[config.mk]
export PLATFORM = sky130hd
export DESIGN_NAME = pipelined_ctrl_unit
export DESIGN_NICKNAME = d
export VERILOG_FILES = /design/src/rtl/pipelined_ctrl_unit.sv
export SDC_FILE = /design/constraint.sdc
export NUM_CORES = 1
export LEC_CHECK = 0
export CORE_ASPECT_RATIO = 1.75
export CORE_MARGIN = 3
export CORE_UTILIZATION = 30
export CTS_CLUSTER_DIAMETER = 200
export DETAILED_ROUTE_END_ITERATION = 8
export GPL_TIMING_DRIVEN = 0
export PLACE_DENSITY_LB_ADDON = 0.15
export SLEW_MARGIN = 20
export SYNTH_ARGS = -nofsm -noshare
export SYNTH_HDL_FRONTEND = slang
export SYNTH_SLANG_ARGS = --single-unit
[constraint.sdc]
create_clock -name clk -period 3 [get_ports clk]
set_clock_uncertainty 0.15 [all_clocks]
set_input_delay 0.6 -clock clk [delete_from_list [all_inputs] [get_ports clk]]
set_output_delay 0.6 -clock clk [all_outputs]
set_load 0.02 [all_outputs]
[src/rtl/pipelined_ctrl_unit.sv]
// Registered decode/control stage between IF/ID and ID/EX of the 5-stage ARM pipeline.
// The stage decodes the ID opcode into an 18-bit control word and registers it, with the
// destination register, into EX. It also handles:
//   - load-use hazard bubbles,
//   - multi-cycle MUL occupancy,
//   - flush and downstream hold,
//   - illegal-opcode flagging.
// Ports:
//   clk, rst            clock, synchronous active-high reset
//   id_valid, opcode    ID instruction present and its opcode field
//   id_rn, id_rm, id_rd ID source/destination register indices
//   ex_hold, flush      downstream stall, branch-taken squash
//   id_stall            hold PC and IF/ID this cycle
//   ex_valid, ex_ctrl   EX-stage control word and its valid
//   ex_rd               EX-stage destination register
//   illegal             one-cycle pulse when a valid ID opcode matched nothing
module pipelined_ctrl_unit #(
    parameter int unsigned OPC_W      = 11,
    parameter int unsigned REG_AW     = 5,
    parameter int unsigned MUL_CYCLES = 4
) (
    input  logic              clk,
    input  logic              rst,
    input  logic              id_valid,
    input  logic [OPC_W-1:0]  opcode,
    input  logic [REG_AW-1:0] id_rn,
    input  logic [REG_AW-1:0] id_rm,
    input  logic [REG_AW-1:0] id_rd,
    input  logic              ex_hold,
    input  logic              flush,
    output logic              id_stall,
    output logic              ex_valid,
    output logic [17:0]       ex_ctrl,
    output logic [REG_AW-1:0] ex_rd,
    output logic              illegal
);

    localparam logic [0:0] ST_RUN      = 1'b0;
    localparam logic [0:0] ST_MUL_BUSY = 1'b1;

    localparam logic [REG_AW-1:0] ZERO_REG     = '1;
    localparam logic [3:0]        MUL_CNT_INIT = 4'(MUL_CYCLES - 1);

    // Control word bit positions
    localparam int C_UNCOND_BR  = 0;
    localparam int C_BRANCH     = 1;
    localparam int C_REG2LOC    = 2;
    localparam int C_ALU_SRC    = 3;
    localparam int C_REG_WRITE  = 4;
    localparam int C_IMM        = 6;
    localparam int C_MEM_TO_REG = 7;
    localparam int C_MEM_WRITE  = 8;
    localparam int C_ALU_ON     = 10;
    localparam int C_SET_FLAGS  = 11;
    localparam int C_BRANCH_REG = 12;
    localparam int C_BRANCH_LNK = 13;
    localparam int C_MEM_READ   = 14;
    localparam int C_FWD_LO     = 15;
    localparam int C_FWD_HI     = 16;
    localparam int C_MUL        = 17;

    logic [10:0]       op;
    logic [17:0]       dec_ctrl;
    logic              dec_legal;
    logic              dec_cbz;
    logic              dec_bl;
    logic              uses_rm;
    logic              hazard;
    logic              accept;

    logic              state_q, state_d;
    logic [3:0]        cnt_q, cnt_d;
    logic              ex_valid_q, ex_valid_d;
    logic [17:0]       ex_ctrl_q, ex_ctrl_d;
    logic [REG_AW-1:0] ex_rd_q, ex_rd_d;
    logic              illegal_q, illegal_d;

    assign op = opcode[OPC_W-1 -: 11];

    // First match wins; unmatched opcodes leave the word all-zero.
    always_comb begin
        dec_ctrl  = '0;
        dec_legal = 1'b1;
        dec_cbz   = 1'b0;
        dec_bl    = 1'b0;
        if (op[10:5] == 6'b000101) begin                     // B
            dec_ctrl[C_UNCOND_BR] = 1'b1;
            dec_ctrl[C_BRANCH]    = 1'b1;
        end else if (op[10:3] == 8'b01010100) begin          // B.cond
            dec_ctrl[C_BRANCH] = 1'b1;
        end else if (op[10:5] == 6'b100101) begin            // BL
            dec_bl                 = 1'b1;
            dec_ctrl[C_UNCOND_BR]  = 1'b1;
            dec_ctrl[C_BRANCH]     = 1'b1;
            dec_ctrl[C_REG_WRITE]  = 1'b1;
            dec_ctrl[C_BRANCH_LNK] = 1'b1;
        end else if (op == 11'b11010110000) begin            // BR
            dec_ctrl[C_BRANCH_REG] = 1'b1;
            dec_ctrl[C_FWD_LO]     = 1'b1;
        end else if (op[10:3] == 8'b10110100) begin          // CBZ
            dec_cbz            = 1'b1;
            dec_ctrl[C_BRANCH] = 1'b1;
            dec_ctrl[C_ALU_ON] = 1'b1;
            dec_ctrl[C_FWD_HI] = 1'b1;
        end else if (op[10:1] == 10'b1001000100) begin       // ADDI
            dec_ctrl[C_ALU_SRC]   = 1'b1;
            dec_ctrl[C_REG_WRITE] = 1'b1;
            dec_ctrl[C_IMM]       = 1'b1;
            dec_ctrl[C_ALU_ON]    = 1'b1;
            dec_ctrl[C_FWD_LO]    = 1'b1;
        end else if (op == 11'b10101011000 || op == 11'b11101011000) begin  // ADDS, SUBS
            dec_ctrl[C_REG2LOC]   = 1'b1;
            dec_ctrl[C_REG_WRITE] = 1'b1;
            dec_ctrl[C_ALU_ON]    = 1'b1;
            dec_ctrl[C_SET_FLAGS] = 1'b1;
            dec_ctrl[C_FWD_HI]    = 1'b1;
            dec_ctrl[C_FWD_LO]    = 1'b1;
        end else if (op == 11'b11111000010) begin            // LDUR
            dec_ctrl[C_ALU_SRC]    = 1'b1;
            dec_ctrl[C_REG_WRITE]  = 1'b1;
            dec_ctrl[C_MEM_TO_REG] = 1'b1;
            dec_ctrl[C_ALU_ON]     = 1'b1;
            dec_ctrl[C_MEM_READ]   = 1'b1;
            dec_ctrl[C_FWD_LO]     = 1'b1;
        end else if (op == 11'b11111000000) begin            // STUR
            dec_ctrl[C_ALU_SRC]   = 1'b1;
            dec_ctrl[C_MEM_WRITE] = 1'b1;
            dec_ctrl[C_ALU_ON]    = 1'b1;
            dec_ctrl[C_FWD_HI]    = 1'b1;
            dec_ctrl[C_FWD_LO]    = 1'b1;
        end else if (op == 11'b10011011000) begin            // MUL
            dec_ctrl[C_REG2LOC]   = 1'b1;
            dec_ctrl[C_REG_WRITE] = 1'b1;
            dec_ctrl[C_ALU_ON]    = 1'b1;
            dec_ctrl[C_FWD_HI]    = 1'b1;
            dec_ctrl[C_FWD_LO]    = 1'b1;
            dec_ctrl[C_MUL]       = 1'b1;
        end else begin
            dec_legal = 1'b0;
        end
    end

    assign uses_rm = dec_ctrl[C_REG2LOC] | dec_ctrl[C_MEM_WRITE] | dec_cbz | dec_ctrl[C_MUL];

    // A load in EX whose result the ID instruction reads; X31 never carries a dependency.
    assign hazard = ex_valid_q & ex_ctrl_q[C_MEM_READ] & (ex_rd_q != ZERO_REG) & id_valid &
                    ((ex_rd_q == id_rn) | (uses_rm & (ex_rd_q == id_rm)));

    assign accept = id_valid & ~hazard & (state_q == ST_RUN) & ~ex_hold & ~flush;

    always_comb begin
        state_d    = state_q;
        cnt_d      = cnt_q;
        ex_valid_d = ex_valid_q;
        ex_ctrl_d  = ex_ctrl_q;
        ex_rd_d    = ex_rd_q;
        illegal_d  = 1'b0;
        id_stall   = 1'b0;
        if (flush) begin
            ex_valid_d = 1'b0;
            ex_ctrl_d  = '0;
            state_d    = ST_RUN;
            cnt_d      = '0;
        end else if (ex_hold) begin
            id_stall = 1'b1;
        end else if (state_q == ST_MUL_BUSY) begin
            ex_valid_d = 1'b0;
            ex_ctrl_d  = '0;
            cnt_d      = 4'(cnt_q - 4'd1);
            if (cnt_q == 4'd1) begin
                // Last bubble: release IF/ID so the next instruction arrives next cycle.
                state_d = ST_RUN;
            end else begin
                id_stall = 1'b1;
            end
        end else if (accept) begin
            ex_valid_d = dec_legal;
            ex_ctrl_d  = dec_ctrl;
            ex_rd_d    = dec_bl ? ZERO_REG : id_rd;
            illegal_d  = ~dec_legal;
            if (dec_ctrl[C_MUL] && (MUL_CYCLES > 1)) begin
                // MUL stays parked in IF/ID while EX is occupied.
                state_d  = ST_MUL_BUSY;
                cnt_d    = MUL_CNT_INIT;
                id_stall = 1'b1;
            end
        end else begin
            ex_valid_d = 1'b0;
            ex_ctrl_d  = '0;
            id_stall   = hazard;
        end
        if (rst) begin
            id_stall = 1'b0;
        end
    end

    always_ff @(posedge clk) begin
        if (rst) begin
            state_q    <= ST_RUN;
            cnt_q      <= '0;
            ex_valid_q <= 1'b0;
            ex_ctrl_q  <= '0;
            ex_rd_q    <= '0;
            illegal_q  <= 1'b0;
        end else begin
            state_q    <= state_d;
            cnt_q      <= cnt_d;
            ex_valid_q <= ex_valid_d;
            ex_ctrl_q  <= ex_ctrl_d;
            ex_rd_q    <= ex_rd_d;
            illegal_q  <= illegal_d;
        end
    end

    assign ex_valid = ex_valid_q;
    assign ex_ctrl  = ex_ctrl_q;
    assign ex_rd    = ex_rd_q;
    assign illegal  = illegal_q;

endmodule

# Yosys cells after proc, flatten, opt, wreduce, memory -nomap -nowiden
# Index checks and enable logic that the tools add are counted.
[totals]
reg_bits = 30
inputBits = 31
output_inout_bits = 26
word_cells = 154
[classes]
add_sub_neg = 1
n_eq_ne = 15
n_mux = 106
n_bitwise = 19
reduce_logical = 7
[ops]
columns = ["op", "n"]
rows = [
  ["11-bit equality test, second input constant", 6],
  ["3-bit 2-to-1 mux", 19],
  ["1-bit 2-to-1 mux", 56],
  ["2-bit 2-to-1 mux", 21],
  ["18-bit 2-to-1 mux", 2],
  ["4-bit 2-to-1 mux", 5],
  ["8-bit 2-to-1 mux", 2],
  ["10-bit equality test, second input constant", 1],
  ["5-bit equality test", 2],
  ["1-bit AND", 9],
  ["8-bit by 7-bit equality test with 1-bit output, second input constant", 1],
  ["8-bit equality test, second input constant", 1],
  ["6-bit by 3-bit equality test with 1-bit output, second input constant", 1],
  ["6-bit equality test, second input constant", 1],
  ["1-bit inverter", 6],
  ["5-bit 2-to-1 mux", 1],
  ["5-bit inequality test, second input constant", 1],
  ["5-bit OR reduction", 1],
  ["4-bit by 1-bit equality test with 1-bit output, second input constant", 1],
  ["1-bit bitwise OR", 4],
  ["4-bit AND reduction", 1],
  ["2-bit nonzero test", 2],
  ["4-bit by 1-bit subtractor with 4-bit output, second input constant", 1],
  ["3-bit AND reduction", 1],
  ["2 further kinds", 2],
]

# Depth between registers and ports, before layout
# Gate-level depths: netlist of the first run.
[logic_depth]
depth_word = 42
mapped_depth = 6

# Worst setup path before layout of the first run
# Ideal clock, no wire load.
[synth_timing]
path_kind = "input port to output port"
from = "input opcode[1]"
to = "output id_stall"
arrival_time_ns = 2.072
t_required_ns = 2.250
path_slack_ns = 0.178
cell_stages = 5
cell_sequence = "or4b_4 > a211oi_4 > a211oi_2 > nor4_1 > o31a_1"
[synth_between]
elab_chain_cells = 34
elab_cells_between_ends = 67
[synth_lines]
columns = ["element", "line_no", "source"]
rows = [
  ["from (decl)", "25", "input logic [OPC_W-1:0] opcode,"],
  ["11-bit equality test", "131", "end else if (op == 11'b10011011000) begin"],
  ["3-bit 2-to-1 mux", "131", ""],
  ["3-bit 2-to-1 mux", "125", "end else if (op == 11'b11111000000) begin"],
  ["3-bit 2-to-1 mux", "118", "end else if (op == 11'b11111000010) begin"],
  ["3-bit 2-to-1 mux", "111", "end else if (op == 11'b10101011000 || op == 11'b11101011000) begin"],
  ["3-bit 2-to-1 mux", "105", "end else if (op[10:1] == 10'b1001000100) begin"],
  ["3-bit 2-to-1 mux", "100", "end else if (op[10:3] == 8'b10110100) begin"],
  ["3-bit 2-to-1 mux", "97", "end else if (op == 11'b11010110000) begin"],
  ["[... 15 more ...]", "-", ""],
  ["1-bit AND", "146", "assign hazard = ex_valid_q & ex_ctrl_q[C_MEM_READ] & (ex_rd_q != ZERO_REG) & id_valid &"],
  ["1-bit inverter", "149", "assign accept = id_valid & ~hazard & (state_q == ST_RUN) & ~ex_hold & ~flush;"],
  ["1-bit AND (4 in a row)", "149", ""],
  ["1-bit 2-to-1 mux (*)", "176", "end else if (accept) begin"],
  ["1-bit 2-to-1 mux (*)", "166", "end else if (state_q == ST_MUL_BUSY) begin"],
  ["1-bit 2-to-1 mux (*)", "164", "end else if (ex_hold) begin"],
  ["1-bit 2-to-1 mux (*)", "159", "if (flush) begin"],
  ["1-bit 2-to-1 mux (*)", "192", "if (rst) begin"],
  ["to (decl)", "31", "output logic id_stall,"],
]
# Every way passes the cells marked *; elsewhere a longest branch is shown, timed or not. The select of a mux whose other input is x is not followed.

# Worst setup path after layout of the first run
[layout_timing]
from = "input ex_hold"
to = "output id_stall"
[layout_between]
elab_chain_cells = 8
[layout_lines]
columns = ["element", "line_no", "source"]
rows = [
  ["from (decl)", "29", "input logic ex_hold,"],
  ["1-bit inverter (no source line)", "-", ""],
  ["1-bit AND (2 in a row)", "149", ""],
  ["1-bit 2-to-1 mux", "176", ""],
  ["1-bit 2-to-1 mux", "166", ""],
  ["1-bit 2-to-1 mux (*)", "164", ""],
  ["1-bit 2-to-1 mux (*)", "159", ""],
  ["1-bit 2-to-1 mux (*)", "192", ""],
]
# Every way passes the cells marked *; elsewhere a longest branch is shown, timed or not.

==> impl_metrics.ini, run 1 <==
[run_status]
status = finished clean

[finish]
finalCoreUtilization = 0.4654
num-nets-final = 287
area_delta_synth_final_pct = 47.46
post_route_cells_drive_above_1_share = 0.1542
n_antenna_cell = 0

[global_routing]
initial_antenna_violation_count = 0
first_global_vias = 1624
grt_first_pass_wirelength_mm = 7.555
overflow = 0
grt_start_max_net_pins = 16
grtUsageTotal = 0.1599

[synthesis]
synth_top_cell_by_area = dfxtp_1
synth_enable_flop_cells = 0
number_of_register_bits_inferred_by_synthesis = 27
yosysSeqAreaShare = 0.3383
post_synth_main_area_contributors = dfxtp_1 (34%), nand2_1 (5.4%), xor2_1 (4.4%)
yosys.area.top_type_share = 0.3383
yosys.cell_types.count = 46
synthCells = 191
synthMostInstantiatedCell = dfxtp_1
syn_area_per_cell_um2 = 8.365
synth_ff_type = dfxtp_1
ys_async_sr_fraction = 0
ys_warn_count = 0
syn_area_um2 = 1598
synth.cells.most_frequent = dfxtp_1 (27), nand2_1 (23), nand3_1 (11)

[clock_tree]
ctsRootBufferMaster = clkbuf_8
clock_sink_count = 27
clk_transition_reported_paths_ns = 0.09
cts_buffer_depth = 2
worstSkewPairLatency_ns = 0.27
cts_htree_levels = 1
cts_buffers = 3
tritoncts_clock_tree = yes

[timing]
setup_tns_ns = 0
final.min_clock_period_ns = 2.911
setup-violations-final = 0
post-route-period-util = 0.9702
fmax_ghz = 0.3436
hold_viol = 0
slew_viol_final = 0
rsz0062_at_grt = false

[pwr]
p_sw_frac = 0.2607
sequential_group_share_of_total_power = 0.519
p_int_w = 0.0005203
net-switching-power_w = 0.0001834
clock_power_share = 0.297
power_leakage_nw = 0.8719
vdd_ir_drop_max_v = 0.0001341
cellPowerDensity_nw_per_um2 = 298.7
comb_power_share = 0.184

[floorplanning]
io-pin-count = 57
die_x_um = 61.17
fp.dieH_um = 102.5
initial_utilization = 0.3156
placement_rows = 34
die_area_um2 = 6272
core_area_um2 = 5062

[critical_path]
worst_setup_path_start_kind = primary input
timing.reg2reg.setup_slack_ns = 0.95
worst_path_maximum_fanout = 10
critical_path_buf_inv_count = 3
critical-path-slowest-cell = clkdlybuf4s50_1
crit_path_frequent_cell = buf_6
required_time_at_the_worst_slack_endpoint_ns = 2.25
crit_path_max_incr_delay_ns = 0.47
critical_path.endpoint_type = primary output
crit_chain = clkdlybuf4s50_1 > buf_6 > o41ai_4 > nand3_1 > o31a_1 > buf_6
critical_path.startpoint = ex_hold
worstPathArrival_ns = 2.16
path_class = in2out
regToRegStartpoint = ex_rd[4]$_SDFFE_PP0P_
critPathTopFamily = buffers and inverters

[placed_design]
place.detailed.hpwl_mm = 3.725
last_weighted_congestion_value_of_the_routability_driven_placer = 0.8211
portBuffers = 54

[route]
drtPass1Iterations = 6
drt_iter0_markers = 52
route.final.wire_length_mm = 4.705
detailroute.via_count = 1624
drc = 0
detail_route.wl_per_cell_um = 15.33
routed_via_density = 5.290
count_of_antenna_violating_nets_left_after_detailed_routing = 0

[min_path]
worstHoldPathType = reg2reg
hold_path.startpoint = ex_ctrl[2]$_SDFFE_PP0N_

[job]
cap_viol_max_count = 0
==> repair_timing <==
item | 4_1_cts | 5_1_grt
resized for setup | 42 | 13
buffers inserted | 3 | 0
hold buffers | 0 | 0
pin swaps | 10 | 2
hold endpoints to repair | 0 | 0
endpoints found under the setup margin | 1 | 1
==> cell families after synthesis <==
logic type / count (synthesis) / synth area share
muxes: 6 / 0.03837
DFF: 27 / 0.3383
AOI/OAI and AO/OA: 37 / 0.1707
adders and majority gates: 2 / 0.01566
and+or+nand+nor: 89 / 0.3148
other: 1 / 0.002347
buffers and inverters: 17 / 0.05403
xor gates and xnor gates: 12 / 0.06578
==> flip-flops by register name, summed over array words and instances (netlist names) <==
| name | flops |
|---|---|
| state_q | 1 |
| ex_valid | 1 |
| ex_ctrl | 15 |
| cnt_q | 4 |
| illegal | 1 |
| ex_rd | 5 |
==> power groups by stage <==
stage          clock network (W)  logic [W]  registers [W]
6_report                0.000209   0.000129       0.000366
5_1_grt                 0.000225   0.000141       0.000366
4_1_cts                 0.000211   0.000127       0.000366
3_5_place_dp                   0   0.000125       0.000374
3_3_place_gp                   0   0.000125       0.000374
2_1_floorplan                  0  0.0000541       0.000376
==> worst paths after layout <==
path                            depth (start not counted)                  endpoint
worst max-delay path                                    6                  id_stall
worst min-delay path                                    2   ex_ctrl[2]$_SDFFE_PP0N_
worst max register to register                          6  ex_ctrl[10]$_SDFFE_PP0N_
worst min register to register                          2   ex_ctrl[2]$_SDFFE_PP0N_
==> routing by layer <==
layer | vias to the layer above | routed length, um | GRT usage
met5 | - | 0 | 0
met3 | 7 | 160 | 0.01880
li1 | 813 | - | -
met2 | 35 | 2647 | 0.2977
met1 | 769 | 1807 | 0.1771
met4 | 0 | 89 | 0.05843
==> layout by cell type, fill, tap and decap left out, drive strengths merged, types with 8 or more instances in the layout <==
cell type	instances
nor2	10
xor2	8
buf	14
clkdlybuf4s50	42
nand2	23
clkbuf	9
o21ai	11
nand3	11
dfxtp	27
nand2b	8
==> layout make-up <==
| type | instances | area [um2] |
|---|---|---|
| buffer | 11 | 71.32 |
| clock buffer | 3 | 41.29 |
| clock inverter | 1 | 5.005 |
| fill | 521 | 2706 |
| inverter | 6 | 22.52 |
| multi-input combinational | 148 | 1070 |
| sequential | 27 | 540.5 |
| tap | 54 | 67.56 |
| timing repair buffer | 57 | 538.0 |
==> worst register-to-register path, delay by kind of cell, from the launching register on <==
kind	cells	cell delay [ns]
AO/OA/AOI/OAI	3	0.77
flip-flops	1	0.46
AND/OR/NAND/NOR	2	0.38
buffers and inverters	1	0.22
==> per-stage QoR <==
stage / hold slack, ns / power (W) / worst slack (ns) / instances / area, um2
finish: 0.3028 / 0.0007037 / 0.08949 / 307 / 2356
global route: 0.3319 / 0.0007315 / 0.01951 / 307 / 2356
CTS: 0.3088 / 0.0007035 / 0.001245 / 307 / 2321
detailed placement: 0.2941 / 0.0004995 / -0.9867 / 300 / 2210
global placement: 0.2903 / 0.0004994 / -0.9929 / 300 / 2210
floorplan: 0.3461 / 0.0004303 / 0.1781 / 192 / 1602
Note: power is estimated with default switching activity, not from simulation.
==> run 2, diff against run 1 <==
CTS_CLUSTER_SIZE = 30   (was not set)
==> results of run 2 <==
The final DEF is identical to that of run 1; final timing and power are the same.
==> run 3, diff against run 2 <==
ABC_CLOCK_PERIOD_IN_PS = 3000   (was not set)
CORE_ASPECT_RATIO = 0.75   (was 1.75)
==> impl_metrics.ini, run 3 (same netlist as run 1, synthesis figures left out) <==
[run_status]
status = finished clean

[global_routing]
grt_first_pass_wirelength_mm = 7.824
initial_antenna_violation_count = 0
first_global_vias = 1568
overflow = 0
grtUsageTotal = 0.1511
grt_start_max_net_pins = 17

[timing]
post-route-period-util = 0.9835
timing.hold.ws_ns = 0.2963
worst_pin_slew_ns = 0.5072
timing.slew.headroom = 0.6619
final.min_clock_period_ns = 2.950
setup-violations-final = 0
slew_viol_final = 0
hold_viol = 0
rsz0062_at_grt = false
finalWorstSetupSlack_ns = 0.04957
fmax_ghz = 0.3389

[placed_design]
placed_cells = 318
place_ws_ns = -0.9794
portBuffers = 54
last_weighted_congestion_value_of_the_routability_driven_placer = 0.8047
place.detailed.hpwl_mm = 3.483

[pwr]
cellPowerDensity_nw_per_um2 = 295.2
vdd_ir_drop_max_v = 0.0001324
power_leakage_nw = 0.8861

[clock_tree]
cts_buffers = 3
clock_sink_count = 27
clk_transition_reported_paths_ns = 0.10
cts_htree_levels = 1
tritoncts_clock_tree = yes
ctsRootBufferMaster = clkbuf_8
cts_buffer_depth = 2
worstSkewPairLatency_ns = 0.27

[floorplanning]
placement_rows = 22
initial_utilization = 0.3189
fp.dieH_um = 69.20
die_x_um = 90.27
io-pin-count = 57
core_area_um2 = 5010
die_area_um2 = 6247

[route]
drtPass1Iterations = 4
routed_via_density = 4.883
drt_iter0_markers = 71
detailroute.via_count = 1587
route.final.wire_length_mm = 4.635
drc = 0
count_of_antenna_violating_nets_left_after_detailed_routing = 0
detail_route.wl_per_cell_um = 14.26

[finish]
area_delta_synth_final_pct = 50.59
most-common-layout-cells = clkdlybuf4s50_1 (42), dfxtp_1 (27), nand2_1 (23), nand3_1 (11), nor2_1 (9)
layout_cells_excl_fill = 325
n_antenna_cell = 0
max_ffs_per_register = 15
finalCoreUtilization = 0.4803
most_common_library_cell_in_the_layout_ignoring_fill_and_taps = clkdlybuf4s50_1
num-nets-final = 287
post_route_cells_drive_above_1_share = 0.1502

[critical_path]
required_time_at_the_worst_slack_endpoint_ns = 2.25
worst_path_maximum_fanout = 7
worst_setup_path_start_kind = primary input
critical_path.endpoint_type = primary output
worstPathArrival_ns = 2.20
path_class = in2out

[job]
cap_viol_max_count = 0

[min_path]
worstHoldPathType = reg2reg
run 3: cell types whose count changed in the layout (fill, tap and decap cells not counted), sizes merged:
cell	change
buf	-5
clkbuf	+1
clkdlybuf4s15	+3
clkinv	-1
clkinvlp	+1
dlymetal6s2s	+1
run 3: worst max-delay path, stage by stage:
cell	delay, ns
dlygate4sd2_1	0.32
or3b_4	0.43
a211oi_4	0.32
a211oi_4	0.07
nor4_2	0.15
o31a_1	0.19
buf_6	0.12
run 3: worst paths after layout:
path / start / endpoint / slack [ns] / cells past startpoint
worst max-delay path: opcode[7] / id_stall / 0.05 / 7
worst min-delay path: ex_ctrl[11]$_SDFFE_PP0N_ / ex_ctrl[11]$_SDFFE_PP0N_ / 0.30 / 2
worst max register to register: ex_rd[0]$_SDFFE_PP0P_ / ex_ctrl[1]$_SDFFE_PP0N_ / 0.98 / 6
worst min register to register: ex_ctrl[11]$_SDFFE_PP0N_ / ex_ctrl[11]$_SDFFE_PP0N_ / 0.30 / 2
run 3: cell type report:
type                    instances  area [um2]
fillers                       531        2604
inverters                       6       22.52
plain buffers                  11       68.82
multi-input cells             148        1072
repair buffers                 57       563.0
clock buffers                   3       41.29
flip-flops and latches         27       540.5
well taps                      72       90.09
clock inverters                 1       7.507
run 3: through the flow:
stage | area (um2) | power (W) | setup TNS (ns)
2_1_floorplan | 1602 | 0.0004303 | 0
3_3_place_gp | 2232 | 0.0004991 | -3.992
3_5_place_dp | 2232 | 0.0004990 | -3.478
4_1_cts | 2391 | 0.0007161 | 0
5_1_grt | 2406 | 0.0007459 | 0
6_report | 2406 | 0.0007103 | 0
run 3: routing by layer:
layer	up-vias	part of all wire	GRT usage
met1	740	0.52	0.2257
li1	809	-	-
met2	36	0.41	0.2185
met4	0	0.0037	0.02037
met3	2	0.069	0.04447
met5	-	0	0
run 3: what timing repair did:
| item | CTS | global route |
|---|---|---|
| endpoints found under the setup margin | 1 | 1 |
| gates resized for setup | 38 | 8 |
| pin swaps | 9 | 3 |
| hold buffers | 0 | 0 |
| endpoints found under the hold margin | 0 | 0 |
| setup buffers | 3 | 0 |
run 3: power by group:
part | switching, W | leakage, nW | internal (W)
Sequential | 0.00000438 | 0.218 | 0.000361
Clock | 0.000118 | 0.0217 | 0.0000943
Combinational | 0.0000642 | 0.647 | 0.0000681
